===== src/rtl/ra_controller.sv =====
// ra_controller: walks spare-allocation candidates through the analyzer until the first cover; RA_CTRL_TIMEOUT_EN adds a per-candidate WAIT timeout
module ra_controller #(
  parameter int NUM_CAND = 32,
  parameter int IDX_W = 5,
  parameter int TIMEOUT = 64
) (
  input  logic             clk,
  input  logic             rst_n,
  input  logic             start,
  input  logic             abort,
  input  logic             must_fail,
  output logic             cand_valid,
  input  logic             cand_ready,
  output logic [IDX_W-1:0] cand_idx,
  input  logic             res_valid,
  input  logic             res_pass,
  input  logic [15:0]      res_addr,
  output logic             busy,
  output logic             done,
  output logic             repairable,
  output logic [15:0]      repair_addr,
  output logic [IDX_W:0]   tried_count,
  output logic             timeout_err
);
  typedef enum logic [1:0] {IDLE, ISSUE, WAIT, DONE} state_t;
  localparam logic [IDX_W-1:0] LAST = IDX_W'(NUM_CAND - 1);
  state_t state;
  logic expired;
`ifdef RA_CTRL_TIMEOUT_EN
  localparam int TW = $clog2(TIMEOUT + 1);
  logic [TW-1:0] tcnt;
  assign expired = tcnt == TW'(TIMEOUT - 1);
`else
  assign expired = 1'b0;
  assign timeout_err = 1'b0;
`endif
  always_ff @(posedge clk or negedge rst_n) begin
    if (!rst_n) begin
      state <= IDLE;
      cand_valid <= 1'b0;
      cand_idx <= '0;
      busy <= 1'b0;
      done <= 1'b0;
      repairable <= 1'b0;
      repair_addr <= '0;
      tried_count <= '0;
`ifdef RA_CTRL_TIMEOUT_EN
      tcnt <= '0;
      timeout_err <= 1'b0;
`endif
    end else if (abort) begin
      state <= IDLE;
      busy <= 1'b0;
      cand_valid <= 1'b0;
      done <= 1'b0;
    end else begin
      done <= 1'b0;
      case (state)
        IDLE: if (start) begin
          cand_idx <= '0;
          tried_count <= '0;
          repairable <= 1'b0;
          repair_addr <= '0;
          busy <= 1'b1;
`ifdef RA_CTRL_TIMEOUT_EN
          timeout_err <= 1'b0;
`endif
          state <= must_fail ? DONE : ISSUE;
          done <= must_fail;
          cand_valid <= !must_fail;
        end
        ISSUE: if (cand_ready) begin
          state <= WAIT;
          cand_valid <= 1'b0;
`ifdef RA_CTRL_TIMEOUT_EN
          tcnt <= '0;
`endif
        end
        WAIT: if (res_valid || expired) begin
          tried_count <= tried_count + 1'b1;
`ifdef RA_CTRL_TIMEOUT_EN
          if (!res_valid) timeout_err <= 1'b1;
`endif
          if (res_valid && res_pass) begin
            repair_addr <= res_addr;
            repairable <= 1'b1;
            state <= DONE;
            done <= 1'b1;
          end else if (cand_idx == LAST) begin
            state <= DONE;
            done <= 1'b1;
          end else begin
            cand_idx <= cand_idx + 1'b1;
            state <= ISSUE;
            cand_valid <= 1'b1;
          end
        end
`ifdef RA_CTRL_TIMEOUT_EN
        else tcnt <= tcnt + 1'b1;
`endif
        DONE: begin
          state <= IDLE;
          busy <= 1'b0;
        end
        default: state <= IDLE;
      endcase
    end
  end
endmodule

===== config.mk =====
export PLATFORM = sky130hd
export DESIGN_NAME = ra_controller
export DESIGN_NICKNAME = d
export VERILOG_FILES = /design/src/rtl/ra_controller.sv
export SDC_FILE = /design/constraint.sdc
export NUM_CORES = 1
export LEC_CHECK = 0
export BUFFER_PORTS_ARGS = -buffer_cell sky130_fd_sc_hd__buf_2
export CAP_MARGIN = 20
export CORE_MARGIN = 5
export CORE_UTILIZATION = 53
export DETAILED_ROUTE_END_ITERATION = 8
export PLACE_DENSITY = 0.84
export RECOVER_POWER = 25
export SLEW_MARGIN = 20
export SYNTH_ARGS = -nofsm -noshare
export SYNTH_HDL_FRONTEND = slang
export SYNTH_SLANG_ARGS = --single-unit

===== constraint.sdc =====
create_clock -name clk -period 3.58 [get_ports clk]
set_input_delay 1.074 -clock clk [delete_from_list [all_inputs] [get_ports clk]]
set_output_delay 1.074 -clock clk [all_outputs]
set_load 0.1 [all_outputs]

==> qor.tcl <==
set qor(globalRoute.totalOverflow) 0
set qor(finalClockSkew_ns) 0.009434
set qor(ff2ff_setup_slack_ns) 1.20
set qor(crit_path_end_kind) {flip-flop}
set qor(detail_route.first_pass.iterations) 4
set qor(worst_ep_arrival_time_ns) 2.72
set qor(grt_antenna_before_repair) 0
set qor(start_kind) {input port}
set qor(critPathRequiredTime_ns) 3.84
set qor(cts.root.buffer_cell) {clkbuf_4}
set qor(syn_area_um2) 1648
set qor(clkLatencyLatePin_ns) 0.35
set qor(hold_slack_ns) 0.4744
set qor(synth-main-ff-cell) {dfrtp_1}
set qor(hold_end) {repair_addr[9]}
set qor(worst_hold_startpoint) {repair_addr[9]}
set qor(hpwlAfterDp_um) 2691
set qor(initialDrtViolationCount) 77
set qor(final_layout_size_suffix_gt1_share_pct) 28.63
set qor(cp_cell_sequence) {buf_2 > o21bai_2 > or3_1 > or3b_1 > o311ai_2}
set qor(async_flop_share_pct) 100.0
set qor(fillerInstances) 265
set qor(mappedNetlistNets) 210
set qor(failed_checks) {capacitance limit, slew limit}
set qor(gp_routability_congestion) 0.7686
set qor(antenna-diode-count) 0
set qor(synth.largest_area_cell) {dfrtp_1}
set qor(cts_max_path_buffers) 2
set qor(tritoncts_num_sinks) 33
set qor(synth-warning-count) 0
set qor(timing.rr.start) {state[0]}
set qor(drtAntennaViolNets) 0
set qor(fp.dieH_um) 65.76
set qor(drt-wirelength-per-cell_um) 13.53
set qor(syn_inst) 179
set qor(placement.io_buffers) 54
set qor(synth.ff_latch_count) 33
set qor(top_level_ports) 56
set qor(unrepaired_setup_endpoints_after_global_routing) {no}
set qor(die_width_um) 65.76
set qor(wire_length_of_the_first_global_routing_pass_um) 6375
set qor(cp_slowest_cell) {or3_1}
set qor(relSlewSlack_pct) -13.53
set qor(hold_viol_final) 0
set qor(grt_start_max_net_pins) 36
set qor(drt-vias-per-instance) 5.306
set qor(netlist_top_cells_area) {dfrtp_1 50%, nand2_1 9.8%, nand3_1 6.7%}
set qor(layout-area-overhead-vs-synth_pct) 22.40
set qor(routed_wirelength_um) 3761
set qor(yosysMostFrequentCell) {nand2_1}
set qor(std_cell_rows) 20
set qor(status) {finished, violations left}
set qor(max_stage_delay_ns) 0.65
set qor(number_of_drc_violations_after_detailed_routing) 0
set qor(crit_path_max_fo) 22
set qor(synth.yosys.seq_area_share_pct) 50.11
set qor(synth.avg_cell_area_um2) 9.206
set qor(period_share_pct) 68.70
set qor(cts_made_buffers) 5
set qor(fmax_ghz) 0.4066
set qor(final_core_util_pct) 66.61
set qor(cap_violations) 1
set qor(number_of_enable_type_register_cells_in_the_synthesized_netlist) 0
set qor(first_global_vias) 1413
set qor(setup_viol) 0
set qor(worst_setup_hold_path_clk_slew_ns) 0.10
set qor(worst-r2r-cell-count) 6
set qor(grt_usage_pct) 19.56
set qor(timing_worst_setup_path_type) {in2reg}
set qor(synth_top_cells_by_count) {43 x nand2_1, 33 x dfrtp_1, 22 x nand3_1}
set qor(core_um2) 3028
set qor(overall_via_count_from_detail_route) 1475
set qor(reg2reg_to) {cand_idx[3]}
set qor(starting_density_of_the_core_pct) 54.42
set qor(whs_path_depth) 2
set qor(htreeDepth) 2
set qor(setup_tns_ns) 0
set qor(total_of_cells_resized_after_clock_tree_synthesis) 0
set qor(num-nets-final) 264
set qor(tritoncts_clock_tree) {built}
set qor(max_slew.worst_pin.slew_ns) 1.703
set qor(hp-class) {reg2reg}
set qor(post_cts_hold_buffer_count) 0
set qor(cts.repair_timing.setup_buffer_count) 0
set qor(post-synth-top-area-fraction_pct) 50.11
set qor(dieArea_um2) 4324
set qor(synth.lib_cells_used.distinct) 33
set qor(maxSlewViolCount) 34
set qor(finalCriticalPeriod_ns) 2.460
==> layout by cell type, fill, tap and decap left out, types with 2 or more instances in the layout <==
cell and instances:
buf_2 53, nand2_1 43, dfrtp_1 33, nand3_1 22, o21ai_0 14, nand2b_1 12, ha_1 7, clkbuf_4 5
inv_1 3, nor2_1 3, nor2b_1 3, a21oi_1 3, nor3_1 3, a22o_1 3, and3_1 2, a211o_1 2
o311ai_0 2, clkbuf_8 2, buf_4 2
==> state kept, by name, summed over array words and instances, names as in the netlist <==
| signal | count |
|---|---|
| repairable | 1 |
| tried_count | 6 |
| state | 2 |
| cand_valid | 1 |
| busy | 1 |
| repair_addr | 16 |
| done | 1 |
| cand_idx | 5 |
==> layout make-up <==
cell class	count	area (um^2)	share of cell area, %
multi-input combinational	134	770.7	38.21
sequential	33	825.8	40.94
clock buffer	7	65.06	3.226
timing repair buffer	56	284.0	14.08
tap	44	55.05	2.730
inverter	3	11.26	0.5583
clock inverter	1	5.005	0.2481
==> per-layer routing <==
layer  GRT usage (%)  up-vias  part of all wire [%]
met1           23.76      708                    44
met4           7.772        0                   2.1
li1                -      719                     -
met2           31.41       40                    48
met3           7.009        8                   6.2
met5               0        -                     0
==> how the worst max path moves through the flow <==
stage / slack, ns / end / startpoint
floorplan: 1.24 / cand_idx[0] / abort
global placement: 0.77 / cand_idx[3] / abort
detailed placement: 0.75 / cand_idx[3] / abort
CTS: 1.13 / cand_idx[3] / abort
global route: 1.0 / repair_addr[6] / rst_n
finish: 1.12 / cand_idx[3] / abort
==> worst max-delay path: cells and delay by family <==
| family | cells | cell delay, ns |
|---|---|---|
| buffers and inverters | 1 | 0.12 |
| AOI/OAI and AO/OA | 2 | 0.41 |
| and+or+nand+nor | 2 | 1.11 |
==> metrics by stage <==
step / std cells / setup slack (ns) / area [um^2]
finish: 278 / 1.120 / 2017
global route: 278 / 0.9973 / 2017
CTS: 278 / 1.133 / 2018
detailed placement: 270 / 0.7546 / 1948
global placement: 270 / 0.7743 / 1948
floorplan: 179 / 1.241 / 1648
==> logic make-up after synthesis <==
group / synth area share [%]
compound gates: 13.29
fa+ha+maj: 5.315
buf+inv: 3.113
flops: 50.11
mux: 0.6075
other cells: 0.2276
simple gates: 27.34
Power is not shown: default switching activity piles up to over one toggle a cycle in this logic, so the estimate is an artifact.
